**src/rtl/accelerator_top.sv**
```systemverilog
// BNN XNOR-popcount accelerator: two host-loaded SRAMs stream through a
// broadcast PE array whose per-PE popcount sums are reduced into total_popcount.
module accelerator_top #(
    parameter int unsigned WORD_SIZE  = 64,
    parameter int unsigned PE_ROWS    = 8,
    parameter int unsigned PE_COLS    = 8,
    parameter int unsigned SRAM_DEPTH = 64
) (
    input  logic                          clk,
    input  logic                          reset,
    input  logic                          start,
    output logic                          done,
    input  logic                          wr_en,
    input  logic [$clog2(SRAM_DEPTH)-1:0] wr_addr,
    input  logic [WORD_SIZE-1:0]          wr_data,
    input  logic                          wr_type
);
    localparam int unsigned ADDR_W = $clog2(SRAM_DEPTH);
    localparam int unsigned PC_W   = $clog2(WORD_SIZE + 1);
    localparam int unsigned ACC_W  = $clog2(SRAM_DEPTH * WORD_SIZE + 1);
    localparam int unsigned NUM_PE = PE_ROWS * PE_COLS;
    localparam int unsigned TOT_W  = 32;
    localparam logic [ADDR_W-1:0] LAST_ADDR = ADDR_W'(SRAM_DEPTH - 1);

    typedef enum logic [2:0] {IDLE, RUN, DRAIN, REDUCE, DONE} state_e;

    state_e              state_q, state_d;
    logic [ADDR_W-1:0]   k_q, k_d, rd_addr_c;
    logic                rd_en_c, start_acc_c, wr_ok_c;
    logic                rd_vld_q, pc_vld_q;
    logic                done_q, done_d;
    logic [WORD_SIZE-1:0] rd_w_q, rd_a_q;
    logic [WORD_SIZE-1:0] weight_mem_q [SRAM_DEPTH];
    logic [WORD_SIZE-1:0] act_mem_q    [SRAM_DEPTH];
    logic [PC_W-1:0]     pc_q  [NUM_PE];
    logic [PC_W-1:0]     pc_d  [NUM_PE];
    logic [ACC_W-1:0]    acc_q [NUM_PE];
    logic [ACC_W-1:0]    acc_d [NUM_PE];
    logic [TOT_W-1:0]    total_popcount, total_popcount_d, tree_sum_c;

    function automatic logic [PC_W-1:0] popcount(input logic [WORD_SIZE-1:0] x);
        logic [PC_W-1:0] cnt;
        cnt = '0;
        for (int i = 0; i < WORD_SIZE; i++) begin
            cnt = cnt + PC_W'(x[i]);
        end
        return cnt;
    endfunction

    // Word 0 is fetched on the start edge itself so it sees pre-write SRAM data;
    // later addresses are prefetched one ahead of the RUN counter.
    always_comb begin
        state_d          = state_q;
        k_d              = k_q;
        rd_en_c          = 1'b0;
        rd_addr_c        = k_q + ADDR_W'(1);
        start_acc_c      = 1'b0;
        wr_ok_c          = 1'b0;
        done_d           = 1'b0;
        total_popcount_d = total_popcount;
        case (state_q)
            IDLE, DONE: begin
                wr_ok_c = 1'b1;
                done_d  = (state_q == DONE);
                if (start) begin
                    start_acc_c      = 1'b1;
                    state_d          = RUN;
                    k_d              = '0;
                    rd_en_c          = 1'b1;
                    rd_addr_c        = '0;
                    done_d           = 1'b0;
                    total_popcount_d = '0;
                end
            end
            RUN: begin
                rd_en_c = (k_q != LAST_ADDR);
                k_d     = k_q + ADDR_W'(1);
                if (k_q == LAST_ADDR) begin
                    state_d = DRAIN;
                end
            end
            DRAIN:  state_d = REDUCE;
            REDUCE: begin
                total_popcount_d = tree_sum_c;
                state_d          = DONE;
            end
            default: state_d = IDLE;
        endcase
    end

    // Broadcast XNOR-popcount per PE, registered before accumulation
    always_comb begin
        for (int i = 0; i < NUM_PE; i++) begin
            pc_d[i]  = popcount(~(rd_w_q ^ rd_a_q));
            acc_d[i] = acc_q[i];
            if (start_acc_c) begin
                acc_d[i] = '0;
            end else if (pc_vld_q) begin
                acc_d[i] = acc_q[i] + ACC_W'(pc_q[i]);
            end
        end
    end

    always_comb begin
        tree_sum_c = '0;
        for (int i = 0; i < NUM_PE; i++) begin
            tree_sum_c = tree_sum_c + TOT_W'(acc_q[i]);
        end
    end

    always_ff @(posedge clk) begin
        if (reset) begin
            state_q        <= IDLE;
            k_q            <= '0;
            rd_vld_q       <= 1'b0;
            pc_vld_q       <= 1'b0;
            done_q         <= 1'b0;
            total_popcount <= '0;
            for (int i = 0; i < NUM_PE; i++) begin
                pc_q[i]  <= '0;
                acc_q[i] <= '0;
            end
        end else begin
            state_q        <= state_d;
            k_q            <= k_d;
            rd_vld_q       <= rd_en_c;
            pc_vld_q       <= rd_vld_q;
            done_q         <= done_d;
            total_popcount <= total_popcount_d;
            for (int i = 0; i < NUM_PE; i++) begin
                pc_q[i]  <= pc_d[i];
                acc_q[i] <= acc_d[i];
            end
        end
    end

    // SRAM storage and synchronous read port; contents survive reset
    always_ff @(posedge clk) begin
        if (wr_en && wr_ok_c) begin
            if (wr_type) begin
                act_mem_q[wr_addr] <= wr_data;
            end else begin
                weight_mem_q[wr_addr] <= wr_data;
            end
        end
        if (rd_en_c) begin
            rd_w_q <= weight_mem_q[rd_addr_c];
            rd_a_q <= act_mem_q[rd_addr_c];
        end
    end

    assign done = done_q;

endmodule

```
**config.mk**
```make
export PLATFORM = sky130hd
export DESIGN_NAME = accelerator_top
export DESIGN_NICKNAME = d
export VERILOG_FILES = /design/src/rtl/accelerator_top.sv
export SDC_FILE = /design/constraint.sdc
export NUM_CORES = 1
export LEC_CHECK = 0
export CAP_MARGIN = 30
export CELL_PAD_IN_SITES_DETAIL_PLACEMENT = 1
export CELL_PAD_IN_SITES_GLOBAL_PLACEMENT = 2
export CORE_MARGIN = 3
export CORE_UTILIZATION = 10
export DETAILED_ROUTE_END_ITERATION = 10
export GPL_ROUTABILITY_DRIVEN = 0
export GPL_TIMING_DRIVEN = 1
export PLACE_DENSITY = 0.83
export REMOVE_ABC_BUFFERS = 1
export SLEW_MARGIN = 5
export SYNTH_ARGS = -nofsm -noshare
export SYNTH_HDL_FRONTEND = slang
export SYNTH_SLANG_ARGS = --single-unit --ignore-timing --ignore-initial --compat-mode --unroll-limit 50000
export TNS_END_PERCENT = 20
```
**constraint.sdc**
```tcl
create_clock -name clk -period 1.73 [get_ports clk]
set_input_delay 0.173 -clock clk [delete_from_list [all_inputs] [get_ports clk]]
set_output_delay 0.173 -clock clk [all_outputs]
set_load 0.01 [all_outputs]
```
==> reports/results.tsv <==
stage	metric	value	unit
final_layout	final-seq-area	200	sq um
clocking	clock_sinks	10	
synthesis	synth_cell_types	25	
clocking	cts_tree	yes	
setup_path	crit_required	1870	ps
grt	grt_pass1_wl	1810	um
routing	first_pass_iters	2	
setup_path	path_buf_inv	0	
setup_path	cp_slowest_cell	dfxtp_1	
setup_path	cpPeakStageDelay	420	ps
grt	use_met1	0.0581	
final_layout	final_area	598	sq um
grt	grt_antenna_before_repair	0	
timing	finalHoldViolCount	0	
synthesis	yosysSeqAreaShare	0.427	
setup_path	path_depth	4	
final_layout	nFillCells	529	
routing	drc	0	
synthesis	syn_inst	54	
timing	skew	1.77	ps
timing	fin_crit_sh	0.838	
timing	drv_slew	0	
floorplanning	die_h	74.5	um
routing	wire_per_inst	9.45	um
setup_path	r2r_cells	4	
grt	gr-total-overflow	0	
floorplanning	design.die.area	5550	sq um
setup_path	start_kind	flop	
routing	postRouteAntennaNets	0	
synthesis	avgSynthCellArea	8.69	sq um
floorplanning	fp.coreArea	4440	sq um
grt	grt_pass1_vias	393	
setup_path	startpoint	state_q[0]$_SDFFE_PP0P_	
timing	min_period	1450	ps
timing	tightest_slew	429	ps
setup_path	critPathCapture	k_q[3]$_SDFFE_PP0P_	
clocking	cts_setup_buffers	0	
setup_path	criticalPathCategory	reg -> reg	
grt	grt_start_max_net_pins	11	
grt	grtUsageMet2	0.0546	
grt	grt.busiest_layer	met1	
clocking	insertion_delay	230	ps
floorplanning	rows	24	
timing	rsz0062_at_grt	no	
placement	dp_hpwl	774	um
setup_path	reg2reg_to	k_q[3]$_SDFFE_PP0P_	
timing	setup_viol	0	
pwr	powerDensity	871	nW/um^2
outcome	status	finished clean	
timing	max_slew_margin	0.714	
setup_path	cp.arrival	1590	ps
pwr	peakVddDrop	0.000316	V
clocking	cts.clk_slew.worst_paths	50	ps
synthesis	netlist_area	469	sq um
clocking	cts-htree-levels	1	
timing	finalSetupTns	0	ps
setup_path	critPathCaptureType	flop	
placement	io_buffers	3	
synthesis	synth_seq_cells	10	
clocking	postCtsHoldBufs	0	
setup_path	cpLargestDelayFamily	simple AND/OR/NAND/NOR gates	
placement	place_area	557	sq um
hold_path	hp-start	state_q[2]$_SDFFE_PP0P_	
setup_path	crit_fanout	10	
final_layout	areaGrowthSynthToFinish	27.5	%
clocking	numCtsBuffers	3	
hold_path	hold_path_class	reg -> reg	
floorplanning	pin_count	76	
final_layout	drive_gt1_frac	0.103	
timing	timing.fmax	0.690	GHz
final_layout	diodes	0	
pwr	p_leak	0.184	nW
final_layout	layout_common_cells	dfxtp_1, a21oi_1, nand2b_1	
setup_path	rrSetupSlack	280	ps
final_layout	layout_commonest_cell	dfxtp_1	
grt	use_met3	0.0324	
clocking	cts_resized	0	
floorplanning	start_util	0.106	
floorplanning	die_x	74.5	um
final_layout	multi_input_area	258	sq um
final_layout	fin_nets	136	
routing	drtIter0Drc	28	
routing	vias_per_cell	3.71	
routing	via_count	408	
clocking	clock-root-buffer	clkbuf_8	
clocking	cts_max_path_buffers	2	
setup_path	worstPathCellList	nand2b_1 > nor2_2 > a41oi_1 > a211oi_1	
setup_path	r2r-start	state_q[0]$_SDFFE_PP0P_	
grt	track_usage	0.0437	
synthesis	synth_warnings	0	
flow_run	max_cap_viol_count	0	
routing	wirelength	1040	um
## cells in the mapped netlist (all sizes together)
library cell / instances / area, sq um
a31oi: 1 / 6.26
buf: 1 / 3.75
clkbuf: 1 / 3.75
a21o: 1 / 7.51
inv: 1 / 3.75
dfxtp: 10 / 200
a211oi: 3 / 22.5
a41oi: 1 / 8.76
nand2b: 6 / 37.5
a22oi: 1 / 7.51
o21a: 1 / 7.51
or4b: 1 / 10.0
ha: 1 / 12.5
mux2i: 1 / 10.0
or2: 1 / 6.26
or4: 1 / 7.51
nand3b: 1 / 7.51
nand2: 2 / 7.51
nor3: 1 / 5.00
a21oi: 8 / 40.0
and3: 1 / 7.51
nand3: 4 / 25.0
nor2: 5 / 21.3
## worst min path at each step
stage                                          to  slack, ps  cells past startpoint
after floorplan           state_q[2]$_SDFFE_PP0P_        240                      1
after global placement    state_q[1]$_SDFFE_PP0P_        460                      1
after detailed placement  state_q[1]$_SDFFE_PP0P_        480                      1
after CTS                 state_q[1]$_SDFFE_PP0P_        490                      1
after global routing      state_q[1]$_SDFFE_PP0P_        520                      1
final                     state_q[1]$_SDFFE_PP0P_        490                      1
## power by group
group	switching (mW)	total (mW)	internal, mW
registers	0.00708	0.243	0.236
logic	0.0250	0.0420	0.0170
clock network	0.0841	0.236	0.152
total	0.116	0.521	0.405
## cell type report
type                       instances  share of cell area
clock buffer                       3              0.0690
inverter                           1             0.00628
multi-input combinational         41               0.431
sequential                        10               0.335
tap                               52               0.109
timing repair buffer               3              0.0502
## per-stage QoR
stage | utilization | cells | setup slack (ps) | hold WS [ps] | total power, mW
6_report | 0.135 | 110 | 280 | 492 | 0.521
5_1_grt | 0.135 | 110 | 200 | 519 | 0.553
4_1_cts | 0.135 | 110 | 309 | 486 | 0.530
3_5_place_dp | 0.125 | 107 | 320 | 479 | 0.289
3_3_place_gp | 0.125 | 107 | 357 | 464 | 0.286
2_1_floorplan | - | 52 | 472 | 242 | 0.272
## cells by family after synthesis
| kind of cell | Yosys count | share of synthesized area |
|---|---|---|
| DFF | 10 | 0.427 |
| muxes | 1 | 0.0213 |
| and+or+nand+nor | 23 | 0.288 |
| adders and majority gates | 1 | 0.0267 |
| AOI/OAI and AO/OA | 16 | 0.213 |
| buffers and inverters | 3 | 0.0240 |
## layer usage
| metal | share of wire | wire length (um) | up-vias |
|---|---|---|---|
| met3 | 0.057 | 59 | 0 |
| met1 | 0.54 | 563 | 193 |
| met5 | 0 | 0 | - |
| met4 | 0 | 0 | 0 |
| met2 | 0.40 | 417 | 9 |
| li1 | - | - | 206 |
## state kept, by name (all words and copies together) (netlist names)
register and flops:
done 1, state_q 3, k_q 6
Note: power is estimated with default switching activity, not from simulation.
